[src/rtl/ttt_game_ctrl_pkg.sv]
// Shared definitions for the tic-tac-toe game controller: symbol codes,
// FSM state encoding, probe filler pattern and board geometry.
// Also holds a small helper that reads one 2-bit cell out of a board vector.
package ttt_game_ctrl_pkg;

    localparam logic [1:0] EMPTY     = 2'b00;
    localparam logic [1:0] SYM_X     = 2'b01;
    localparam logic [1:0] SYM_O     = 2'b10;
    localparam logic [1:0] PROBE_OWN = 2'b11;

    localparam int NUM_CELLS = 9;

    // Cells 0..8 = 01,01,10,10,10,01,01,01,10; cell k sits at [2k +: 2].
    // No row, column or diagonal of this pattern is a single symbol, so a
    // checker driven by a probe only fires on a line of PROBE_OWN cells.
    localparam logic [17:0] FILLER = 18'b10_01_01_01_10_10_10_01_01;

    typedef enum logic [1:0] {
        ST_IDLE      = 2'd0,
        ST_WAIT_MOVE = 2'd1,
        ST_EVAL      = 2'd2,
        ST_OVER      = 2'd3
    } state_t;

    // Symbol stored in cell idx; out-of-range indices read as EMPTY.
    function automatic logic [1:0] cell_of(input logic [17:0] board,
                                           input logic [3:0]  idx);
        logic [1:0] sym;
        sym = EMPTY;
        for (int k = 0; k < NUM_CELLS; k++) begin
            if (idx == 4'(k)) sym = board[2*k +: 2];
        end
        return sym;
    endfunction

endpackage

[src/rtl/ttt_game_ctrl_win_chk.sv]
// Combinational three-in-a-row checker over a 9-cell, 2-bit-per-cell board.
// Latency: zero (pure combinational). No handshake, no backpressure.
// Ports: i_sym board (cell k at [2k +: 2]); o_win any non-empty uniform line;
//        o_pos {2*a, 2*b, 2*c} of the first matching line (rows, cols, diag, anti).
module ttt_game_ctrl_win_chk
    import ttt_game_ctrl_pkg::*;
(
    input  logic [17:0] i_sym,
    output logic        o_win,
    output logic [14:0] o_pos
);

    // Line table in priority order: rows 0..2, columns 0..2, main, anti.
    localparam int LA [8] = '{0, 3, 6, 0, 1, 2, 0, 2};
    localparam int LB [8] = '{1, 4, 7, 3, 4, 5, 4, 4};
    localparam int LC [8] = '{2, 5, 8, 6, 7, 8, 8, 6};

    always_comb begin
        logic       found;
        logic [1:0] a, b, c;
        found = 1'b0;
        o_pos = '0;
        a     = EMPTY;
        b     = EMPTY;
        c     = EMPTY;
        for (int l = 0; l < 8; l++) begin
            a = i_sym[2*LA[l] +: 2];
            b = i_sym[2*LB[l] +: 2];
            c = i_sym[2*LC[l] +: 2];
            if (!found && (a != EMPTY) && (a == b) && (b == c)) begin
                found = 1'b1;
                o_pos = {5'(2*LA[l]), 5'(2*LB[l]), 5'(2*LC[l])};
            end
        end
        o_win = found;
    end

endmodule

[src/rtl/ttt_game_ctrl.sv]
// Turn scheduler and board owner for tic-tac-toe; latches game result.
// Latency: accept->ack/board 1 clk, result or turn toggle 1 clk later.
// Backpressure: requests held until ack/reject; ignored outside WAIT_MOVE.
// Ports: Clock/Reset (async active-low), iStart, per-player valid+cell,
//        acks, reject, board, turn, game-over/winner/draw/win-line, timeout.
// Optional per-turn timeout enabled by defining GAME_CTRL_TIMEOUT_EN.
module ttt_game_ctrl
    import ttt_game_ctrl_pkg::*;
#(
    parameter int unsigned TIMEOUT_CYCLES = 50_000_000
)(
    input  logic        Clock,
    input  logic        Reset,
    input  logic        iStart,
    input  logic        iP0Valid,
    input  logic        iP1Valid,
    input  logic [3:0]  iP0Cell,
    input  logic [3:0]  iP1Cell,
    output logic        oP0Ack,
    output logic        oP1Ack,
    output logic        oReject,
    output logic [0:17] oSymVector,
    output logic        oTurn,
    output logic        oGameOver,
    output logic [1:0]  oWinner,
    output logic        oDraw,
    output logic [14:0] oWinSeqPos,
    output logic        oTimeout
);

    state_t      r_state;
    logic [17:0] r_board;
    logic [3:0]  r_cnt;
    logic        r_turn;
    logic        r_p0_ack, r_p1_ack, r_reject;
    logic [1:0]  r_winner;
    logic        r_draw;
    logic [14:0] r_win_pos;

    // Only the player whose turn it is gets looked at.
    logic        w_req_vld;
    logic [3:0]  w_req_cell;
    logic        w_legal;
    logic        w_accept;
    logic [1:0]  w_mover_sym;
    logic [17:0] w_probe;
    logic        w_win;
    logic [14:0] w_win_pos;

    assign w_req_vld   = r_turn ? iP1Valid : iP0Valid;
    assign w_req_cell  = r_turn ? iP1Cell  : iP0Cell;
    assign w_legal     = (w_req_cell <= 4'd8) && (cell_of(r_board, w_req_cell) == EMPTY);
    assign w_accept    = (r_state == ST_WAIT_MOVE) && w_req_vld && w_legal;
    assign w_mover_sym = r_turn ? SYM_O : SYM_X;

    // Mover's cells become PROBE_OWN, everything else the line-free filler.
    always_comb begin
        w_probe = FILLER;
        for (int k = 0; k < NUM_CELLS; k++) begin
            if (r_board[2*k +: 2] == w_mover_sym) w_probe[2*k +: 2] = PROBE_OWN;
        end
    end

    ttt_game_ctrl_win_chk u_win_chk (
        .i_sym (w_probe),
        .o_win (w_win),
        .o_pos (w_win_pos)
    );

`ifdef GAME_CTRL_TIMEOUT_EN
    logic [31:0] r_tcnt;
    logic        r_timeout;
`else
    logic        w_unused_cfg;
    assign w_unused_cfg = ^TIMEOUT_CYCLES;
`endif

    always_ff @(posedge Clock or negedge Reset) begin
        if (!Reset) begin
            r_state   <= ST_IDLE;
            r_board   <= '0;
            r_cnt     <= '0;
            r_turn    <= 1'b0;
            r_p0_ack  <= 1'b0;
            r_p1_ack  <= 1'b0;
            r_reject  <= 1'b0;
            r_winner  <= EMPTY;
            r_draw    <= 1'b0;
            r_win_pos <= '0;
`ifdef GAME_CTRL_TIMEOUT_EN
            r_tcnt    <= '0;
            r_timeout <= 1'b0;
`endif
        end else begin
            r_p0_ack  <= 1'b0;
            r_p1_ack  <= 1'b0;
            r_reject  <= 1'b0;
`ifdef GAME_CTRL_TIMEOUT_EN
            r_timeout <= 1'b0;
`endif
            if (iStart) begin
                r_state   <= ST_WAIT_MOVE;
                r_board   <= '0;
                r_cnt     <= '0;
                r_turn    <= 1'b0;
                r_winner  <= EMPTY;
                r_draw    <= 1'b0;
                r_win_pos <= '0;
`ifdef GAME_CTRL_TIMEOUT_EN
                r_tcnt    <= '0;
`endif
            end else begin
                case (r_state)
                    ST_WAIT_MOVE: begin
                        if (w_accept) begin
                            for (int k = 0; k < NUM_CELLS; k++) begin
                                if (w_req_cell == 4'(k)) r_board[2*k +: 2] <= w_mover_sym;
                            end
                            r_cnt    <= r_cnt + 4'd1;
                            r_p0_ack <= ~r_turn;
                            r_p1_ack <= r_turn;
                            r_state  <= ST_EVAL;
                        end else if (w_req_vld) begin
                            r_reject <= 1'b1;
                        end
`ifdef GAME_CTRL_TIMEOUT_EN
                        // An accept in the expiry cycle wins over the forfeit.
                        if (!w_accept) begin
                            if (r_tcnt == TIMEOUT_CYCLES - 1) begin
                                r_timeout <= 1'b1;
                                r_turn    <= ~r_turn;
                                r_tcnt    <= '0;
                            end else begin
                                r_tcnt    <= r_tcnt + 32'd1;
                            end
                        end
`endif
                    end
                    ST_EVAL: begin
                        if (w_win) begin
                            r_state   <= ST_OVER;
                            r_winner  <= w_mover_sym;
                            r_win_pos <= w_win_pos;
                        end else if (r_cnt == 4'(NUM_CELLS)) begin
                            r_state   <= ST_OVER;
                            r_draw    <= 1'b1;
                        end else begin
                            r_turn    <= ~r_turn;
                            r_state   <= ST_WAIT_MOVE;
`ifdef GAME_CTRL_TIMEOUT_EN
                            r_tcnt    <= '0;
`endif
                        end
                    end
                    ST_IDLE, ST_OVER: ;
                    default: r_state <= ST_IDLE;
                endcase
            end
        end
    end

    always_comb begin
        oSymVector = '0;
        for (int k = 0; k < NUM_CELLS; k++) begin
            oSymVector[2*k +: 2] = r_board[2*k +: 2];
        end
    end

    assign oP0Ack     = r_p0_ack;
    assign oP1Ack     = r_p1_ack;
    assign oReject    = r_reject;
    assign oTurn      = r_turn;
    assign oGameOver  = (r_state == ST_OVER);
    assign oWinner    = r_winner;
    assign oDraw      = r_draw;
    assign oWinSeqPos = r_win_pos;
`ifdef GAME_CTRL_TIMEOUT_EN
    assign oTimeout   = r_timeout;
`else
    assign oTimeout   = 1'b0;
`endif

endmodule

[config.mk]
export PLATFORM = sky130hd
export DESIGN_NAME = ttt_game_ctrl
export DESIGN_NICKNAME = d
export VERILOG_FILES = /design/src/rtl/ttt_game_ctrl_pkg.sv /design/src/rtl/ttt_game_ctrl_win_chk.sv /design/src/rtl/ttt_game_ctrl.sv
export SDC_FILE = /design/constraint.sdc
export NUM_CORES = 1
export LEC_CHECK = 0
export CORE_MARGIN = 2
export CORE_UTILIZATION = 50
export DETAILED_ROUTE_END_ITERATION = 8
export DONT_BUFFER_PORTS = 1
export GPL_TIMING_DRIVEN = 1
export PLACE_DENSITY = 0.62
export SETUP_SLACK_MARGIN = 0.5
export SLEW_MARGIN = 20
export SYNTH_ARGS = -nofsm -noshare
export SYNTH_HDL_FRONTEND = slang
export SYNTH_HIERARCHICAL = 1
export SYNTH_SLANG_ARGS = --single-unit
[constraint.sdc]
create_clock -name Clock -period 3.1 [get_ports Clock]
set_input_delay 0.62 -clock Clock [delete_from_list [all_inputs] [get_ports Clock]]
set_output_delay 0.62 -clock Clock [all_outputs]
set_load 0.05 [all_outputs]
Yosys cells after proc, flatten, opt, wreduce, memory -nomap -nowiden

Index checks and enable logic that the tools add are counted.

Register bits after elaboration: 46
Logic and storage cells: 211

Add/sub/neg operators: 1
Magnitude comparators: 1
Equal/unequal tests: 40
Mux-type cells: 81
Bitwise operators: 1
Reductions and logical operators: 69

Operators by type and width:

| cell                  | number |
|---|---|
| $mux W15              | 10 |
| $mux W2               | 31 |
| $mux W18              | 3 |
| $eq A2 B2 Y1          | 25 |
| $reduce_bool A2 Y1    | 19 |
| $reduce_and A3 Y1     | 11 |
| $mux W1               | 31 |
| $logic_and A1 B1 Y1   | 26 |
| $eq A4 B3 Y1 const B  | 4 |
| $mux W4               | 4 |
| $eq A4 B2 Y1 const B  | 2 |
| $eq A4 B4 Y1 const B  | 2 |
| $logic_not A1 Y1      | 7 |
| $mux W7               | 1 |
| $reduce_and A2 Y1     | 3 |
| $add A4 B1 Y4 const B | 1 |
| $eq A2 B2 Y1 const B  | 2 |
| $eq A4 B1 Y1 const B  | 1 |
| $le A4 B4 Y1 const B  | 1 |
| $logic_not A4 Y1      | 1 |
| $ne A2 B2 Y1 const B  | 2 |
| $pmux W2 S2           | 1 |
| $ne A3 B3 Y1 const B  | 1 |
| $reduce_bool A3 Y1    | 1 |
| other kinds (3)       | 3 |

Logic depth before layout (Yosys ltp)

Word-level depth: 45
Depth in mapped cells: 17
Gate-level depth less buffers: 13

Hierarchy

The synthesis kept the hierarchy.

Modules (own cells, without submodules):

| module                | instances | cells an instance | area each (um2) |
|---|---|---|---|
| ttt_game_ctrl         | 1         | 267               | 2392.3 |
| ttt_game_ctrl_win_chk | 1         | 85                | 523.0 |

Worst setup path before layout

No wires, ideal clock.

Kind: flip-flop to flip-flop
Start: register r_turn (netlist: oTurn)
End: register r_win_pos[3] (netlist: oWinSeqPos[3])
Library setup time: 78 ps
Data arrival time: 3113 ps
Data required time: 3022 ps
Path slack: -91 ps
Cell stages (with the launch flop): 15
Clock period less this slack: 3191 ps
Cell sequence: dfrtp_1 > buf_6 > buf_4 > clkbuf_1 > o21ai_0 > nand3_1 > a21oi_1 > a41oi_2 > nand4_2 > nor3_1 > nand2_1 > nand2_1 > clkbuf_1 > nand2_1 > a21oi_1

RTL lines:

| item                              | line                        | RTL |
|---|---|---|
| from (decl)                       | ttt_game_ctrl.sv:34         | `logic r_turn;` |
| from (signal assigned)            | ttt_game_ctrl.sv:148        | `r_turn <= ~r_turn;` |
| $mux W2 *                         | ttt_game_ctrl.sv:54         | `assign w_mover_sym = r_turn ? SYM_O : SYM_X;` |
| $eq A2 B2 Y1 *                    | ttt_game_ctrl.sv:60         | `if (r_board[2*k +: 2] == w_mover_sym) w_probe[2*k +: 2] = PROBE_OWN;` |
| $mux W1 *                         | ttt_game_ctrl.sv:60         |  |
| net w_probe[16]                   | ttt_game_ctrl.sv:46         | `logic [17:0] w_probe;` |
| $eq A2 B2 Y1                      | ttt_game_ctrl_win_chk.sv:30 | `if (!found && (a != EMPTY) && (a == b) && (b == c)) begin` |
| $logic_and A1 B1 Y1               | ttt_game_ctrl_win_chk.sv:30 |  |
| $mux W1                           | ttt_game_ctrl_win_chk.sv:30 |  |
| $logic_not A1 Y1                  | ttt_game_ctrl_win_chk.sv:30 |  |
| (+15 left out)                    | n/a                         |  |
| $logic_and A1 B1 Y1 (3 in series) | ttt_game_ctrl_win_chk.sv:30 |  |
| $mux W1 *                         | ttt_game_ctrl_win_chk.sv:30 |  |
| $logic_not A1 Y1                  | ttt_game_ctrl_win_chk.sv:30 |  |
| $logic_and A1 B1 Y1 (3 in series) | ttt_game_ctrl_win_chk.sv:30 |  |
| $mux W1 *                         | ttt_game_ctrl_win_chk.sv:30 |  |
| net w_win                         | ttt_game_ctrl.sv:47         | `logic w_win;` |
| $reduce_bool A2 Y1 (no line) *    | n/a                         |  |
| $reduce_and A2 Y1 (no line) *     | n/a                         |  |
| to (signal assigned)              | ttt_game_ctrl.sv:143        | `r_win_pos <= w_win_pos;` |
| to (decl)                         | ttt_game_ctrl.sv:38         | `logic [14:0] r_win_pos;` |

Mark *: on every way through the listed nets, which the timed path passes. The rest lies on a longest branch. The select of a mux whose other input is x is not followed.
A chain may end at the register's enable or synchronous reset.

Final worst setup path

Start: register r_turn (netlist: oTurn)
End: register r_board[9]

Word-level cells in the longest chain between the ends: 16

Ends and longest elaborated chain:

| item                            | line                    | RTL |
|---|---|---|
| $mux W4                         | ttt_game_ctrl.sv:51     | `assign w_req_cell = r_turn ? iP1Cell : iP0Cell;` |
| $logic_not A4 Y1                | ttt_game_ctrl_pkg.sv:31 | `if (idx == 4'(k)) sym = board[2*k +: 2];` |
| $mux W2 (9 in series)           | ttt_game_ctrl_pkg.sv:31 |  |
| $logic_not A2 Y1                | ttt_game_ctrl.sv:52     | `assign w_legal = (w_req_cell <= 4'd8) && (cell_of(r_board, w_req_cell) == EMPTY);` |
| $logic_and A1 B1 Y1             | ttt_game_ctrl.sv:52     |  |
| $logic_and A1 B1 Y1             | ttt_game_ctrl.sv:53     | `assign w_accept = (r_state == ST_WAIT_MOVE) && w_req_vld && w_legal;` |
| $reduce_bool A2 Y1 (no line)    | n/a                     |  |
| $reduce_and A3 Y1 (no line)     | n/a                     |  |
| to (signal, indexed assignment) | ttt_game_ctrl.sv:117    | `if (w_req_cell == 4'(k)) r_board[2*k +: 2] <= w_mover_sym;` |
| to (decl)                       | ttt_game_ctrl.sv:32     | `logic [17:0] r_board;` |

Parallel ways exist; a longest one is shown, timed or not. The select of a mux whose other input is x is not followed.

==> summary.md <==
| Metric | Value |
|---|---|
| Diode count | `0` |
| EDFF count, synth | `0` |
| Max_slew headroom | `0.5183` |
| DRT iter0 DRCs | `approximately 240` |
| Synthesis Warnings | `6` |
| Final net count | `434` |
| PnR Total Power | `1183 uW` |
| Initial DRT Pass Iterations | `5` |
| Crit-path cells | `buf_6 > nor3b_1 > a31oi_2 > nor3_2 > a211oi_4 > or2_1 > buf_4 > o32ai_1` |
| Layout area overhead | `23.39%` |
| Number of port buffers | `0` |
| CP delay by family, top | `simple AND/OR/NAND/NOR gates` |
| Crit-path max cell delay | `0.46 ns` |
| Final setup fails | `0` |
| Peak Freq | `0.4010 GHz` |
| Synth Instances | `352` |
| Clk_skew | `0.008016 ns` |
| Initial antenna violation count | `0` |
| Die ar. | `6458 um^2` |
| Final Instance Area | `3597 um^2` |
| Cts bufs inserted | `5` |
| CP arrival | `2.69 ns` |
| Site Rows | `27` |
| Max Cap Violations | `0` |
| # IOs | `55` |
| GP Congestion | `0.9297` |
| H-tree lvl count | `2` |
| Vias after detailed routing | `roughly 2800` |
| Post-synthesis register bit count | `46` |
| Syn avg cell area | `8.282 um^2` |
| Drt total wl | `between 7000 and 8000 um` |
| Power per cell area | `328.9 nW/um^2` |
| Leak | `0.001535 uW` |
| CTS clock-pin slew for the worst setup and hold paths | `0.10 ns` |
| Period utilization | `0.8044` |
| Unique cell type count in the Yosys netlist | `59` |
| CTS tree | `done` |
| CORE AREA | `between 5000 and 6000 um^2` |
| Worst-Skew Late Latency | `0.31 ns` |
| Height of the die | `roughly 80 um` |
| Die Span X | `roughly 80 um` |
| Placed Area | `3311 um^2` |
| Root buffer cell | `clkbuf_8` |
| Initial Util | `0.5230` |
| Layout cell share with drive strength beyond 1 | `0.2119` |
| Unrepaired setup endpoints after global routing | `false` |
| Synth Flop Type | `dfrtp_1` |
| Synthesized area | `2915 um^2` |
| Minimum clock period | `2.494 ns` |
| Worst path bufs/invs | `2` |
| Worst-path fanout max | `18` |
| R2R Path Start | `oTurn` |
| First-pass GRT wire length | `about 13000 um` |
| Post-Route Utilization | `0.6453` |
| Critical Path Start Type | `flip-flop` |
| Slew Limit Fails | `0` |
| Worst min-delay path class | `in -> async` |
| Setup TNS | `0 ns` |
| Critical Path RT | `3.30 ns` |
| Worst Reg-to-Reg Cells | `8` |
| DPL Wire Length | `approximately 5300 um` |
| Reg2Reg Setup Slack | `between 0.6 and 0.7 ns` |
| Total Routing Usage GR | `0.2499` |
| DR vias/cell | `5.646` |
| CTS Sinks | `between 40 and 50` |
| Async SR Flop Fraction | `1.000` |
| RR Endpoint | `r_board[9]` |
| Largest net degree at the start of global routing | `50` |
| Actual slew at the worst max-slew pin | `0.7210 ns` |
| Worst vdd ir | `0.2172 mV` |
| Wirelength per Cell | `15.83 um` |
| Final Hold Fails | `0` |
| Vias in the first global route | `2507` |
| Sequential share of the synthesized area | `0.3948` |
| Setup crit end kind | `flip-flop` |
| CTS max path bufs | `2` |
| Residual overflow from global routing | `0` |
| Status | `complete, no violations` |
| Worst path slowest cell | `dfrtp_2` |
| Post-route ant nets | `0` |
| DP Worst Slack | `roughly 0.37 ns` |
| PnR worst setup slack | `approximately 0.61 ns` |
| DRC errors left | `0` |
| Crit path kind | `reg -> reg` |
-- kinds of logic after synthesis --
| group | share of synthesized area |
|---|---|
| adders and majority gates | 0.008582 |
| AOI/OAI and AO/OA | 0.2305 |
| xor gates and xnor gates | 0.003005 |
| buffers and inverters | 0.07510 |
| muxes | 0.01931 |
| and+or+nand+nor | 0.2648 |
| other | 0.003862 |
| DFF | 0.3948 |
-- cell usage in the layout (no fill, tap or decap), types with 9 or more instances in the layout --
cell type	count
a21oi_1	33
buf_4	28
conb_1	52
dfrtp_1	45
inv_1	22
nand2_1	54
nand3_1	19
nor2_1	18
o32ai_1	14
or3_1	9
-- stage by stage --
step / instances / hold slack [ns]
detailed placement: 474 / 0.3258
CTS: 486 / 0.1545
floorplan: 401 / 0.3244
global route: 492 / 0.1567
global placement: 474 / 0.3254
finish: 492 / 0.1468
-- worst max path at each step --
| stage | from | to | slack [ns] | cells after the start |
|---|---|---|---|---|
| floorplan | oTurn | oWinSeqPos[1] | 0.44 | 16 |
| global placement | oTurn | r_state[0] | 0.41 | 8 |
| finish | oTurn | r_board[9] | 0.61 | 8 |
| global route | oTurn | oTurn | 0.49 | 12 |
| detailed placement | oTurn | r_board[9] | 0.37 | 8 |
| CTS | oTurn | oWinSeqPos[3] | 0.50 | 12 |
-- power breakdown --
part	switching [uW]	internal, uW
clock network	223	159
registers	17.4	609
logic	116	59.1
total	356	827
-- metal layers --
layer | vias up | wire, um | global-route usage
li1 | 1330 | - | -
met1 | 1332 | 3577 | 0.3520
met2 | 100 | 3654 | 0.3875
met3 | 16 | 432 | 0.05506
met4 | 0 | 123 | 0.06949
met5 | - | 0 | 0
-- registers in the layout (all words and copies together), names as in the netlist --
| register | flops |
|---|---|
| oP1Ack | 1 |
| oReject | 1 |
| oWinSeqPos | 15 |
| oDraw | 1 |
| r_cnt | 4 |
| oTurn | 1 |
| r_state | 2 |
| oP0Ack | 1 |
| oWinner | 2 |
| r_board | 18 |
-- cell type report --
class,count,area (um^2)
Clock buffer,5,68.82
Inverter,22,82.58
Fill cell,493,1977
Multi-Input combinational cell,313,1913
Tap cell,72,90.09
Clock inverter,3,21.27
Sequential cell,46,1152
Timing Repair Buffer,31,269.0
-- Yosys cell counts (all sizes together) (3+ instances only) --
cell type,instances,area [um^2]
conb,3,11.26
and3,3,18.77
nor3,6,30.03
o31ai,4,30.03
nand3,25,125.1
clkbuf,9,33.78
nand2,57,214.0
nor2,19,71.32
nand2b,5,31.28
a31oi,11,75.07
mux2i,3,33.78
buf,13,102.6
nor3b,4,30.03
o21ai,16,83.83
dfrtp,46,1151
nor2b,8,50.05
a21oi,36,183.9
or2,5,31.29
a41oi,3,52.56
inv,22,82.58
o32ai,14,122.6
or3,10,67.56
and2,3,18.77
-- repair_timing --
item / 4_1_cts / 5_1_grt
endpoints found under the hold margin: 46 / 0
setup endpoints to repair: 36 / 39
cloned: 0 / 2
pin swaps: 2 / 2
hold buffers: 1 / 0
resized for setup: 9 / 11
setup buffers: 3 / 4
Note: power is estimated with default switching activity, not from simulation.
